File: config.mk
export PLATFORM = sky130hd
export DESIGN_NAME = imem_loader
export DESIGN_NICKNAME = d
export VERILOG_FILES = /design/src/rtl/imem_loader_pkg.sv /design/src/rtl/imem_byte_ptr.sv /design/src/rtl/imem_loader.sv
export SDC_FILE = /design/constraint.sdc
export NUM_CORES = 1
export LEC_CHECK = 0
export ABC_CLOCK_PERIOD_IN_PS = 1600
export BUFFER_PORTS_ARGS = -buffer_cell sky130_fd_sc_hd__buf_2
export CAP_MARGIN = 30
export CORE_UTILIZATION = 47
export DETAILED_ROUTE_END_ITERATION = 10
export GPL_TIMING_DRIVEN = 0
export MAX_ROUTING_LAYER = met4
export PLACE_DENSITY_LB_ADDON = 0.08
export SLEW_MARGIN = 20
export SYNTH_ARGS = -nofsm -noshare
export SYNTH_HDL_FRONTEND = slang
export SYNTH_SLANG_ARGS = --single-unit
File: constraint.sdc
create_clock -name clk -period 1.6 [get_ports clk]
set_input_delay 0.16 -clock clk [delete_from_list [all_inputs] [get_ports clk]]
set_output_delay 0.16 -clock clk [all_outputs]
set_load 0.1 [all_outputs]
File: src/rtl/imem_loader_pkg.sv
// Shared types and constants for the instruction-memory loader.
package imem_loader_pkg;

  localparam int BYTES_PER_WORD = 4;
  localparam int DEPTH_DEFAULT  = 32;

  // state    | meaning
  // ST_IDLE  | waiting for start, pointer holds last position
  // ST_READY | in_ready=1, waiting for a word
  // ST_BYTES | writing the captured word one byte per cycle, MSB first
  // ST_FIN   | one-cycle done pulse, then back to idle
  typedef enum logic [1:0] {
    ST_IDLE  = 2'd0,
    ST_READY = 2'd1,
    ST_BYTES = 2'd2,
    ST_FIN   = 2'd3
  } state_e;

endpackage

File: src/rtl/imem_byte_ptr.sv
// Byte pointer into instruction memory, kept modulo DEPTH, with wrap detection.
module imem_byte_ptr
  import imem_loader_pkg::*;
#(
  parameter int DEPTH = DEPTH_DEFAULT,
  parameter int AW    = 32
) (
  input  logic          clk,
  input  logic          rst_n,
  input  logic          load_i,
  input  logic [AW-1:0] load_addr_i,
  input  logic          inc_i,
  output logic [AW-1:0] ptr_o,
  output logic          wrap_o
);

  localparam int PW = $clog2(DEPTH);

  logic [PW-1:0] ptr_q, ptr_d;

  // An increment out of the top byte rolls over to 0; that roll-over is the wrap event.
  assign wrap_o = inc_i && (ptr_q == PW'(DEPTH - 1));
  assign ptr_o  = AW'(ptr_q);

  // Next pointer: load takes base mod DEPTH (low bits), increment wraps naturally at PW bits.
  always_comb begin
    ptr_d = ptr_q;
    if (load_i) begin
      ptr_d = PW'(load_addr_i);
    end else if (inc_i) begin
      ptr_d = ptr_q + PW'(1);
    end
  end

  // Pointer register.
  always_ff @(posedge clk or negedge rst_n) begin
    if (!rst_n) begin
      ptr_q <= '0;
    end else begin
      ptr_q <= ptr_d;
    end
  end

endmodule

File: src/rtl/imem_loader.sv
// Loads 32-bit instruction words into a byte-wide instruction memory, big-endian.
module imem_loader
  import imem_loader_pkg::*;
#(
  parameter int DEPTH = DEPTH_DEFAULT,
  parameter int AW    = 32
) (
  input  logic          clk,
  input  logic          rst_n,
  input  logic          start,
  input  logic [AW-1:0] base_addr,
  input  logic          in_valid,
  input  logic [31:0]   in_word,
  input  logic          in_last,
  output logic          in_ready,
  output logic          mem_we,
  output logic [AW-1:0] mem_addr,
  output logic [7:0]    mem_wdata,
  output logic          busy,
  output logic          done,
  output logic          wrap_err
);

  localparam logic [1:0] LAST_IDX = 2'(BYTES_PER_WORD - 1);

  state_e      state_q;
  logic [1:0]  idx_q;
  logic [31:0] word_q;
  logic        last_q;
  logic        in_ready_q;
  logic        mem_we_q;
  logic        busy_q;
  logic        done_q;
  logic        wrap_err_q;

  logic        ptr_load;
  logic        ptr_inc;
  logic        ptr_wrap;
  logic [AW-1:0] ptr;
  logic [7:0]  byte_sel;

  assign ptr_load = (state_q == ST_IDLE) && start;
  assign ptr_inc  = (state_q == ST_BYTES);

  imem_byte_ptr #(
    .DEPTH (DEPTH),
    .AW    (AW)
  ) u_ptr (
    .clk         (clk),
    .rst_n       (rst_n),
    .load_i      (ptr_load),
    .load_addr_i (base_addr),
    .inc_i       (ptr_inc),
    .ptr_o       (ptr),
    .wrap_o      (ptr_wrap)
  );

  // Pick the byte for the current index, MSB first; zero whenever not writing.
  always_comb begin
    byte_sel = 8'h00;
    if (mem_we_q) begin
      case (idx_q)
        2'd0:    byte_sel = word_q[31:24];
        2'd1:    byte_sel = word_q[23:16];
        2'd2:    byte_sel = word_q[15:8];
        default: byte_sel = word_q[7:0];
      endcase
    end
  end

  // Session FSM; every output flop is updated alongside the state so outputs track it exactly.
  always_ff @(posedge clk or negedge rst_n) begin
    if (!rst_n) begin
      state_q    <= ST_IDLE;
      idx_q      <= '0;
      word_q     <= '0;
      last_q     <= 1'b0;
      in_ready_q <= 1'b0;
      mem_we_q   <= 1'b0;
      busy_q     <= 1'b0;
      done_q     <= 1'b0;
      wrap_err_q <= 1'b0;
    end else begin
      done_q <= 1'b0;
      case (state_q)
        ST_IDLE: begin
          if (start) begin
            state_q    <= ST_READY;
            in_ready_q <= 1'b1;
            busy_q     <= 1'b1;
            wrap_err_q <= 1'b0;
          end
        end
        ST_READY: begin
          if (in_valid) begin
            word_q     <= in_word;
            last_q     <= in_last;
            idx_q      <= '0;
            state_q    <= ST_BYTES;
            in_ready_q <= 1'b0;
            mem_we_q   <= 1'b1;
          end
        end
        ST_BYTES: begin
          if (ptr_wrap) begin
            wrap_err_q <= 1'b1;
          end
          idx_q <= idx_q + 2'd1;
          if (idx_q == LAST_IDX) begin
            mem_we_q <= 1'b0;
            if (last_q) begin
              state_q <= ST_FIN;
              done_q  <= 1'b1;
            end else begin
              state_q    <= ST_READY;
              in_ready_q <= 1'b1;
            end
          end
        end
        ST_FIN: begin
          state_q <= ST_IDLE;
          busy_q  <= 1'b0;
        end
        default: begin
          state_q    <= ST_IDLE;
          in_ready_q <= 1'b0;
          mem_we_q   <= 1'b0;
          busy_q     <= 1'b0;
        end
      endcase
    end
  end

  assign in_ready  = in_ready_q;
  assign mem_we    = mem_we_q;
  assign mem_addr  = ptr;
  assign mem_wdata = byte_sel;
  assign busy      = busy_q;
  assign done      = done_q;
  assign wrap_err  = wrap_err_q;

endmodule

Word level (Yosys, flattened, before mapping)
Cells that the tools add are included.
- flip-flop bits (word level): 47
- output and inout bits: 45
- add/sub/neg operators: 2
- equality and inequality tests: 12
- mux-type cells: 26
- reduce and logical (&&, ||, !) cells: 16
- operators with widths (operator ; count):
    case mux 8 bit (3 select lines) ; 1
    two-way mux 1 bit ; 11
    two-way mux 2 bit ; 5
    two-way mux 5 bit ; 2
    inequality test 2 bit, second input constant ; 5
    AND reduction 3 bit ; 3
    equality test 2 bit, second input constant ; 4
    two-way mux 8 bit ; 1
    case mux 2 bit (4 select lines) ; 1
    nonzero test 2 bit ; 4
    case mux 1 bit (2 select lines) ; 3
    AND reduction 2 bit ; 3
    adder 5 x 1 -> 5 bit, second input constant ; 1
    equality test 5 bit, second input constant ; 1
    AND reduction 5 bit ; 1
    equality test 2 x 1 -> 1 bit, second input constant ; 2
    zero test 2 bit ; 2
    case mux 2 bit (2 select lines) ; 1
    case mux 1 bit (3 select lines) ; 1
    nonzero test 3 bit ; 1
    adder 2 x 1 -> 2 bit, second input constant ; 1
    logical AND 1 bit ; 2

Depth between registers and ports, before layout
Gate-level depths: netlist of run 1.
- depth in word-level cells: 4
- mapped depth: 5

Hierarchy
Synthesis of run 1 repeated with hierarchy kept, for this count alone.
- cells, all modules: 198
- area total of the unflattened synthesis: 2468.6 um^2
- modules (own cells, without submodules) (module ; instances ; cells each ; area each (um^2) ; sequential area each (um^2)):
    imem_loader ; 1 ; 143 ; 1965.6 ; 1051.0
    imem_byte_ptr ; 1 ; 55 ; 503.0 ; 125.1

Least setup slack after synthesis of run 1
No wires, ideal clock.
- path type: reg2out
- start: reg mem_we_q (netlist: mem_we)
- end: out mem_wdata[0]
- data arrival time: 2.707 ns
- slack: -1.267 ns
- cell stages (with the launch flop): 3
- buffers on the path: 0
- cell sequence: dfrtp_1 > o21ai_0 > a21oi_1
- longest elaborated chain between the ends: 1
- RTL lines (what ; line ; source):
    from (decl) ; imem_loader.sv:31 ; logic mem_we_q;
    from (signal assigned) ; imem_loader.sv:79 ; mem_we_q <= 1'b0;
    from (signal assigned) ; imem_loader.sv:101 ; mem_we_q <= 1'b1;
    from (signal assigned) ; imem_loader.sv:110 ; mem_we_q <= 1'b0;
    two-way mux 8 bit ; imem_loader.sv:61 ; if (mem_we_q) begin
    to (decl) ; imem_loader.sv:18 ; output logic [7:0] mem_wdata,
Every way passes these cells.

Worst setup path after layout of run 1
- start: reg idx_q[1]
- end: out mem_wdata[5]
- longest elaborated chain between the ends: 3
- elaborated cells between the ends (all ways): 5
- classes of those cells: eq/ne (2); mux (2); reduce/logical (1)
- RTL lines (what ; line ; source):
    from (decl) ; imem_loader.sv:27 ; logic [1:0] idx_q;
    from (signal assigned) ; imem_loader.sv:108 ; idx_q <= idx_q + 2'd1;
    equality test 2 bit (tied with other cells) ; imem_loader.sv:62 ; case (idx_q)
    case mux 8 bit (3 select lines) * ; imem_loader.sv:62 ;
    two-way mux 8 bit * ; imem_loader.sv:61 ;
Mark *: on every way between the ends. The rest lies on a longest branch, timed or not.

==> impl_results.rst, run 1 <==
.. list-table::
   :header-rows: 1

   * - Metric
     - Value
   * - Die outline height
     - roughly 75 um
   * - Max-slew violation count
     - 0
   * - Routed via count
     - roughly 1800
   * - Violated checks
     - negative setup slack
   * - Global placer's final weighted congestion
     - approximately 0.77
   * - Fill cells
     - 420
   * - Horiz. Die Dim
     - 75.3 um
   * - Avg Inst Size Synth
     - about 12 um^2
   * - Crit path arrival time
     - just under 2 ns
   * - Setup violations, final
     - 8
   * - Number of buffers created by CTS
     - 5
   * - Clock edge transition at the registers on the reported setup and hold paths
     - ~0.09 ns
   * - Critical path required time
     - roughly 1.4 ns
   * - Flop and latch count out of synthesis
     - 47
   * - Post-DP HPWL
     - between 3000 and 4000 um
   * - Transition at the pin with the smallest max-transition slack
     - about 0.64 ns
   * - Wire length of the first global-routing pass
     - 8870 um
   * - Post-route insts no fill
     - between 300 and 400
   * - Worst setup skew after layout
     - about 0.010 ns
   * - Layout cells sized above 1
     - between 50% and 60%
   * - Maximum number of pins on one net before global-route repair
     - 28
   * - Post-detailed-route DRC marker count
     - 0
   * - Final-report hold violation count
     - 0
   * - Standard cell area after detailed placement
     - 3180 um^2
   * - Placed insts
     - 360
   * - Bufs on Longest Clock Path
     - 2
   * - DRC marker count from the first detailed-route iteration
     - between 100 and 150
   * - Total core area
     - slightly above 5000 um^2
   * - CP Capture Type
     - output port
   * - CTS tree
     - done
   * - Net count of the finished layout
     - 376
   * - Detailed-router iteration count before antenna repair
     - 5
   * - Clk_lat worst skew
     - approximately 0.30 ns
   * - Sum of overflow across all layers after global routing
     - 0
   * - Clock tree root driver cell
     - clkbuf_8
   * - Post-route fraction of the period consumed by the critical path
     - 131%
   * - Maximum fanout count along the critical path
     - 8
   * - RSZ-0062 raised after global routing
     - true
   * - MaxCap Viol Count
     - 0
   * - Max-slew headroom at the worst pin
     - 57.2%
   * - Highest clock frequency the design can meet
     - around 0.48 GHz
   * - Number of antenna repair diodes
     - 0
   * - Vias/cell
     - slightly below 5
   * - Number of global-route vias before repair
     - ~1800
   * - Setup tns final
     - -3.03 ns
   * - Count of distinct cell types in the synthesized netlist
     - 36
   * - Number of sinks driven by the clock tree
     - 47
   * - Number of antenna violations at the first check in global routing
     - 0
   * - Min-Delay Path Class
     - primary input to register
   * - Start-to-end type of the worst setup path
     - register to output port
   * - Antenna Nets Post-Route
     - 0
   * - Min Clock Period, post-route
     - 2.10 ns
   * - Placement row count
     - 26
   * - Post-DR wirelength/cell
     - 15.2 um
   * - GRT Overall Usage
     - between 20% and 30%
   * - Main synth FF type
     - dfrtp_1
   * - Share of flip-flops with an asynchronous set or reset
     - 100%
   * - IO Count
     - between 100 and 150
   * - Die Footprint
     - approximately 5700 um^2
   * - Cells after synthesis
     - around 200
   * - Sequential share of the synthesized area
     - a little under half
   * - Outcome
     - complete, but fails checks
   * - Element type at the critical path start
     - register
   * - Starting density of the core
     - 49.1%
   * - Post-route worst setup slack
     - -0.499 ns
   * - Number of enable-type register cells in the synthesized netlist
     - 0
   * - Yosys warning count
     - 0
   * - WL final
     - about 5700 um
   * - Number of buffers added on ports
     - 59
   * - Synthesis-to-layout area growth
     - 38.0%
   * - Maximum level of the CTS H-tree
     - 2
   * - Post-route cell area
     - ~3500 um^2
   * - Synthesized area
     - roughly 2500 um^2
[critical path, stage by stage (launching register included)]
cell	delay (ns)
dfrtp_1	0.40
buf_6	0.13
ha_4	0.18
a222oi_1	0.59
a21oi_4	0.14
buf_12	0.19
[metal layers]
| layer | track usage [%] | share of wire, % | up-vias |
|---|---|---|---|
| li1 | - | - | 874 |
| met1 | 26.9 | 44 | 897 |
| met2 | 38.1 | 51 | 56 |
| met3 | 3.57 | 3.8 | 7 |
| met4 | 6.17 | 0.99 | 0 |
| met5 | - | 0 | - |
[cell type report]
cell class,count,area [um^2],share of cell area (%)
multi-input cells,140,1290,37.1
flip-flops and latches,47,1190,34.2
repair buffers,66,494,14.2
plain buffers,33,299,8.58
well taps,70,87.6,2.51
clock buffers,7,76.3,2.19
inverters,7,31.3,0.898
repair inverters,1,7.51,0.215
clock inverters,1,5.00,0.144
[synthesized netlist by cell type, types with 2 or more instances]
master / instances / share of area [%]
dfrtp_1: 47 / 47
nor2b_1: 4 / 0.99
clkbuf_1: 4 / 0.59
a222oi_1: 8 / 3.2
and3_1: 2 / 0.50
ha_1: 6 / 3.0
a22oi_1: 4 / 1.2
mux2_2: 5 / 2.2
inv_1: 7 / 1.0
nor2_1: 4 / 0.59
buf_12: 2 / 1.6
a21o_1: 2 / 0.59
buf_4: 27 / 8.0
a21oi_1: 13 / 2.6
nand3_1: 4 / 0.79
mux2_4: 28 / 17
o21ai_0: 18 / 3.6
[metrics by stage]
stage | util, % | setup slack [ns] | hold slack, ns
finish | 67.8 | -0.499 | 0.0938
global route | 67.8 | -0.536 | 0.0808
CTS | 67.5 | -0.510 | 0.0870
detailed placement | 61.8 | -0.441 | 0.227
global placement | 61.2 | -0.348 | 0.392
floorplan | - | -0.0697 | -0.136
[state kept, by name, indices dropped and copies added (netlist names)]
signal       cells
word_q          32
u_ptr.ptr_q      5
idx_q            2
state_q          2
busy             1
done             1
in_ready         1
last_q           1
mem_we           1
wrap_err         1
[kinds of logic after synthesis]
logic type	Yosys count	synth area share (%)
compound gates	52	13.2
fa+ha+maj	6	2.97
buf+inv	43	12.5
flops	47	46.6
mux	34	19.3
other cells	1	0.149
simple gates	21	5.30
[path summary, 6_finish.rpt]
kind	start	endpoint	slack, ns	cells after the start
worst max-delay path	idx_q[1]$_DFFE_PN0P_	mem_wdata[5]	-0.50	5
worst min-delay path	in_word[11]	word_q[11]$_DFFE_PN0P_	0.09	2
worst min register to register	word_q[3]$_DFFE_PN0P_	word_q[3]$_DFFE_PN0P_	0.51	1
min in group asynchronous	rst_n	idx_q[1]$_DFFE_PN0P_	0.42	2
worst max register to register	u_ptr.ptr_q[1]$_DFFE_PN0P_	u_ptr.ptr_q[4]$_DFFE_PN0P_	0.15	5
max in group asynchronous	rst_n	mem_we$_DFFE_PN0P_	0.62	3
[cell usage in the layout (no fill, tap or decap), drive strengths merged, types with 2 or more instances in the layout]
master,synthesis,layout
mux2,33,33
inv,7,7
a21o,2,2
nand2b,2,2
a22oi,4,4
clkbuf,4,8
buf,32,97
and3,2,2
conb,1,27
nor2b,4,4
a21oi,13,13
o21ai,18,18
a222oi,8,8
ha,6,6
dfrtp,47,47
nor2,5,5
nand3,4,4
[timing repair]
| item | in CTS | in global routing |
|---|---|---|
| gates cloned | 1 | 0 |
| gates resized for setup | 48 | 3 |
| hold buffers | 1 | 0 |
| pin swaps | 6 | 8 |
| endpoints found under the hold margin | 26 | 0 |
| setup endpoints to repair | 8 | 8 |
| setup buffers | 5 | 1 |
Power of run 1 is left out: the tool's default activity adds up to more than one toggle a clock period on the data nets, which glitch-free logic cannot reach.
==> run 2, diff against run 1 <==
--- a/config.mk
+++ b/config.mk
@@ -10,8 +10,8 @@
 export CAP_MARGIN = 30
 export CORE_UTILIZATION = 47
 export DETAILED_ROUTE_END_ITERATION = 10
+export GPL_ROUTABILITY_DRIVEN = 0
 export GPL_TIMING_DRIVEN = 0
-export MAX_ROUTING_LAYER = met4
 export PLACE_DENSITY_LB_ADDON = 0.08
 export SLEW_MARGIN = 20
 export SYNTH_ARGS = -nofsm -noshare
==> impl_results.rst, run 2 (synthesis gave the netlist of run 1 again) <==
.. list-table::
   :header-rows: 1

   * - Metric
     - Value
   * - Post-DR wirelength/cell
     - ~15 um
   * - Worst setup skew after layout
     - approximately 0.011 ns
   * - WL final
     - between 5000 and 6000 um
   * - FF-to-FF path depth
     - 5
   * - Most flops, register
     - word_q
   * - Die Footprint
     - 5670 um^2
   * - Setup violations, final
     - 8
   * - Maximum fanout count along the critical path
     - 8
   * - Highest clock frequency the design can meet
     - ~0.48 GHz
   * - RSZ-0062 raised after global routing
     - true
   * - Die outline height
     - 75.3 um
   * - Number of sinks driven by the clock tree
     - 47
   * - Antenna Nets Post-Route
     - 0
   * - Post-detailed-route DRC marker count
     - 0
   * - Number of antenna violations at the first check in global routing
     - 0
   * - Number of buffers created by CTS
     - 5
   * - GRT Overall Usage
     - 21.4%
   * - Vias/cell
     - roughly 4.9
   * - Min-Delay Path Class
     - primary input to register
   * - Routed via count
     - around 1800
   * - Reg-to-Reg End
     - u_ptr.ptr_q[4]$_DFFE_PN0P_
   * - Critical path required time
     - about 1.4 ns
   * - Detailed-router iteration count before antenna repair
     - 4
   * - Register-to-register path setup slack
     - roughly 0.15 ns
   * - Worst min-delay path startpoint
     - in_word[11]
   * - Maximum level of the CTS H-tree
     - 2
   * - Horiz. Die Dim
     - ~75 um
   * - Biggest registers after layout
     - word_q: 32 flops, u_ptr.ptr_q: 5 flops
   * - Post-Route M1 WL
     - around 2500 um
   * - Clock edge transition at the registers on the reported setup and hold paths
     - ~0.090 ns
   * - Max-slew headroom at the worst pin
     - 57.4%
   * - Outcome
     - complete, but fails checks
   * - Post-route worst setup slack
     - -0.495 ns
   * - Placement row count
     - 26
   * - Max-slew violation count
     - 0
   * - Maximum number of pins on one net before global-route repair
     - 28
   * - Start-to-end type of the worst setup path
     - register to output port
   * - Final-report hold violation count
     - 0
   * - Post-DP HPWL
     - 3960 um
   * - Most common cell after layout, fill and taps aside
     - buf_2
   * - IO Count
     - roughly 110
   * - Worst Hold Endpoint
     - word_q[11]$_DFFE_PN0P_
   * - Number of buffers added on ports
     - around 60
   * - Commonest non-fill, non-tap cells in the layout
     - buf_2, dfrtp_1, buf_4
   * - Total core area
     - 5140 um^2
   * - Clock tree root driver cell
     - clkbuf_8
   * - Worst slack after detailed placement
     - -0.441 ns
   * - DRC marker count from the first detailed-route iteration
     - ~120
   * - Element type at the critical path start
     - register
   * - Violated checks
     - negative setup slack
   * - Min Clock Period, post-route
     - around 2.1 ns
   * - Register Area
     - approximately 1200 um^2
   * - Sum of overflow across all layers after global routing
     - 0
   * - Number of antenna repair diodes
     - 0
   * - Crit path arrival time
     - 1.93 ns
   * - Synthesis-to-layout area growth
     - 38.0%
   * - CTS tree
     - done
   * - Multi-input logic area
     - 1290 um^2
   * - Routed length on met2
     - approximately 2900 um
   * - Wire length of the first global-routing pass
     - approximately 8900 um
   * - Bufs on Longest Clock Path
     - 2
   * - Starting density of the core
     - approximately half
   * - CP Capture Type
     - output port
   * - Total length of routed met3 wires
     - ~260 um
   * - Clk_lat worst skew
     - approximately 0.29 ns
   * - Worst hold path stage count
     - 2
   * - Fill cells
     - between 400 and 500
   * - Transition at the pin with the smallest max-transition slack
     - around 0.64 ns
   * - DR top layer
     - met4
   * - MaxCap Viol Count
     - 0
   * - R2r startpoint
     - u_ptr.ptr_q[1]$_DFFE_PN0P_
   * - Max reg flops
     - 32
   * - Layout cells sized above 1
     - about 55%
   * - Number of global-route vias before repair
     - approximately 1800
   * - Post-route fraction of the period consumed by the critical path
     - 131%
   * - Net count of the finished layout
     - ~380
run 2: cell counts in the layout (fill, tap and decap cells not counted):
Identical to the previous run, type by type.
run 2: what timing repair did:
| item | in CTS | in global routing |
|---|---|---|
| buffers inserted | 5 | 1 |
| hold buffers | 1 | 0 |
| cloned | 1 | 0 |
| pin swaps | 6 | 8 |
| gates resized for setup | 48 | 3 |
| hold endpoints to repair | 26 | 0 |
| endpoints found under the setup margin | 8 | 8 |
run 2: critical path, cell delays in order, from the launching register on:
cell	delay, ns
dfrtp_1	0.40
buf_6	0.13
ha_4	0.18
a222oi_1	0.59
a21oi_4	0.14
buf_12	0.19
run 2: worst max-delay path by stage:
stage	startpoint	to	slack [ns]	cells past startpoint
finish	idx_q[1]$_DFFE_PN0P_	mem_wdata[5]	-0.49	5
global route	idx_q[1]$_DFFE_PN0P_	mem_wdata[5]	-0.54	5
floorplan	idx_q[0]$_DFFE_PN0P_	mem_wdata[1]	-0.07	5
CTS	idx_q[1]$_DFFE_PN0P_	mem_wdata[5]	-0.51	5
global placement	idx_q[0]$_DFFE_PN0P_	mem_wdata[5]	-0.35	6
detailed placement	idx_q[0]$_DFFE_PN0P_	mem_wdata[5]	-0.44	6
run 2: per-stage QoR:
| step | cell area, um^2 | hold slack (ns) | setup TNS, ns | instances | util (%) |
|---|---|---|---|---|---|
| 3_3_place_gp | 3150 | 0.392 | -2.13 | 359 | 61.2 |
| 2_1_floorplan | 2770 | -0.136 | -0.539 | 230 | - |
| 4_1_cts | 3470 | 0.0870 | -3.11 | 372 | 67.5 |
| 5_1_grt | 3480 | 0.0825 | -3.51 | 372 | 67.8 |
| 6_report | 3480 | 0.0971 | -3.00 | 372 | 67.8 |
| 3_5_place_dp | 3180 | 0.227 | -2.51 | 360 | 61.8 |
run 2: area by class of cell:
class | instances | area share [%]
clock buffer | 7 | 2.19
inverter | 7 | 0.898
sequential | 47 | 34.2
timing repair inverter | 1 | 0.215
timing repair buffer | 66 | 14.2
tap | 70 | 2.51
buffer | 33 | 8.58
clock inverter | 1 | 0.144
multi-input combinational | 140 | 37.1
run 2: layer usage:
| metal | vias to the layer above | track usage, % |
|---|---|---|
| li1 | 876 | - |
| met1 | 890 | 27.2 |
| met2 | 62 | 37.7 |
| met3 | 2 | 3.70 |
| met4 | 0 | 6.17 |
| met5 | - | 0 |
Power of run 2 is left out for the same reason.
==> run 3, diff against run 2 <==
--- a/config.mk
+++ b/config.mk
@@ -5,10 +5,11 @@
 export SDC_FILE = /design/constraint.sdc
 export NUM_CORES = 1
 export LEC_CHECK = 0
-export ABC_CLOCK_PERIOD_IN_PS = 1600
+export ABC_CLOCK_PERIOD_IN_PS = 1900
 export BUFFER_PORTS_ARGS = -buffer_cell sky130_fd_sc_hd__buf_2
 export CAP_MARGIN = 30
-export CORE_UTILIZATION = 47
+export CORE_MARGIN = 3
+export CORE_UTILIZATION = 43
 export DETAILED_ROUTE_END_ITERATION = 10
 export GPL_ROUTABILITY_DRIVEN = 0
 export GPL_TIMING_DRIVEN = 0
==> constraint.sdc (replaced) <==
create_clock -name clk -period 1.9 [get_ports clk]
set_input_delay 0.19 -clock clk [delete_from_list [all_inputs] [get_ports clk]]
set_output_delay 0.19 -clock clk [all_outputs]
set_load 0.1 [all_outputs]
==> impl_results.rst, run 3 (synthesis gave the netlist of run 1 again) <==
.. list-table::
   :header-rows: 1

   * - Metric
     - Value
   * - Wire length of the first global-routing pass
     - 9120 um
   * - Setup violations, final
     - 8
   * - Starting density of the core
     - 45.0%
   * - Commonest non-fill, non-tap cells in the layout
     - buf_2, dfrtp_1, buf_4
   * - IO Count
     - 114
   * - Routed via count
     - around 1800
   * - Multi-input logic area
     - 1260 um^2
   * - Min Clock Period, post-route
     - around 2 ns
   * - Biggest registers after layout
     - word_q: 32 flops, u_ptr.ptr_q: 5 flops
   * - Standard cell area after detailed placement
     - 3130 um^2
   * - Bufs on Longest Clock Path
     - 2
   * - MaxCap Viol Count
     - 0
   * - Clock edge transition at the registers on the reported setup and hold paths
     - ~0.09 ns
   * - Maximum level of the CTS H-tree
     - 2
   * - Fill cells
     - just under 500
   * - Outcome
     - complete, but fails checks
   * - Element type at the critical path start
     - register
   * - Clock tree root driver cell
     - clkbuf_8
   * - Synthesis-to-layout area growth
     - 35.7%
   * - Crit path arrival time
     - ~1.8 ns
   * - Horiz. Die Dim
     - 82.6 um
   * - Transition at the pin with the smallest max-transition slack
     - 0.669 ns
   * - Start-to-end type of the worst setup path
     - register to output port
   * - Layout cells sized above 1
     - 52.5%
   * - Antenna Nets Post-Route
     - 0
   * - Die outline height
     - approximately 83 um
   * - Violated checks
     - negative setup slack
   * - Placed insts
     - 362
   * - Number of sinks driven by the clock tree
     - 47
   * - Sum of overflow across all layers after global routing
     - 0
   * - Post-route insts no fill
     - 371
   * - Number of global-route vias before repair
     - between 1500 and 2000
   * - Post-detailed-route DRC marker count
     - 0
   * - Post-route cell area
     - between 3000 and 4000 um^2
   * - RSZ-0062 raised after global routing
     - true
   * - Highest clock frequency the design can meet
     - ~0.5 GHz
   * - Number of antenna repair diodes
     - 0
   * - Max-slew violation count
     - 0
   * - Post-route fraction of the period consumed by the critical path
     - 105%
   * - Vias/cell
     - 4.82
   * - Worst setup skew after layout
     - 0.00638 ns
   * - Min-Delay Path Class
     - primary input to register
   * - Placement row count
     - 27
   * - Clk_lat worst skew
     - ~0.3 ns
   * - Net count of the finished layout
     - 373
   * - Max-slew headroom at the worst pin
     - a little under three fifths
   * - Most flops, register
     - word_q
   * - Most common cell after layout, fill and taps aside
     - buf_2
   * - Number of antenna violations at the first check in global routing
     - 0
   * - Final-report hold violation count
     - 0
   * - Maximum number of pins on one net before global-route repair
     - 29
   * - Die Footprint
     - around 6800 um^2
   * - Post-route worst setup slack
     - -0.0982 ns
   * - Critical path required time
     - about 1.7 ns
   * - Post-DR wirelength/cell
     - 15.5 um
   * - GRT Overall Usage
     - 18.1%
   * - Detailed-router iteration count before antenna repair
     - 4
   * - Number of buffers added on ports
     - between 50 and 60
   * - CP Capture Type
     - output port
   * - DRC marker count from the first detailed-route iteration
     - between 60 and 70
   * - Maximum fanout count along the critical path
     - 8
   * - WL final
     - between 5000 and 6000 um
   * - Max reg flops
     - 32
   * - Total core area
     - between 5000 and 6000 um^2
   * - Post-DP HPWL
     - 4160 um
   * - Register Area
     - roughly 1200 um^2
   * - CTS tree
     - done
   * - Post-Route Hold Slack
     - roughly 0.11 ns
   * - Number of buffers created by CTS
     - 5
[run 3: cell types whose count changed in the layout (fill, tap and decap cells not counted), moves of 3 or more]
cell	previous run	this run
dfrtp_1	40	44
o21ai_0	14	18
clkbuf_8	5	8
dfrtp_4	3	0
inv_2	0	3
[run 3: repair_timing]
item                                    CTS  global route
hold buffers                              1             0
hold endpoints to repair                 27             0
endpoints found under the setup margin    8             8
pin swaps                                16             6
setup buffers                             3             0
gates resized for setup                  44             0
[run 3: layout make-up]
type	instances	share of cell area, %
clock inverter	1	0.219
timing repair buffer	64	14.0
multi-input combinational	140	36.7
sequential	47	34.4
inverter	7	0.767
buffer	33	8.40
clock buffer	7	2.81
tap	72	2.63
[run 3: metrics by stage]
stage,setup WS [ns],TNS [ns],util (%)
6_report,-0.0982,-0.628,61.1
5_1_grt,-0.208,-1.32,61.1
4_1_cts,-0.152,-0.779,61.1
3_5_place_dp,-0.191,-1.45,55.8
3_3_place_gp,-0.143,-0.992,55.3
2_1_floorplan,0.0987,0,-
[run 3: path summary, 6_finish.rpt]
check,start,to,slack (ns),cells past startpoint
max in group asynchronous,rst_n,mem_we$_DFFE_PN0P_,0.90,3
max,idx_q[0]$_DFFE_PN0P_,mem_wdata[0],-0.1,5
max reg2reg,u_ptr.ptr_q[0]$_DFFE_PN0P_,u_ptr.ptr_q[4]$_DFFE_PN0P_,0.45,5
min in group asynchronous,rst_n,word_q[22]$_DFFE_PN0P_,0.44,2
min reg2reg,word_q[5]$_DFFE_PN0P_,word_q[5]$_DFFE_PN0P_,0.51,1
min,in_word[6],word_q[6]$_DFFE_PN0P_,0.11,2
[run 3: critical path, cell delays in order (launching register included)]
cell	delay, ns
dfrtp_1	0.42
inv_2	0.09
ha_4	0.20
a222oi_1	0.48
a21oi_4	0.12
buf_12	0.19
[run 3: routing by layer]
metal / part of all wire [%] / wire length [um] / global-route usage, %
met5: 0 / 0 / 0
met4: 1.2 / 67 / 5.39
met3: 6.3 / 364 / 3.80
met2: 46 / 2650 / 28.2
met1: 46 / 2660 / 25.3
Power of run 3 is left out for the same reason.
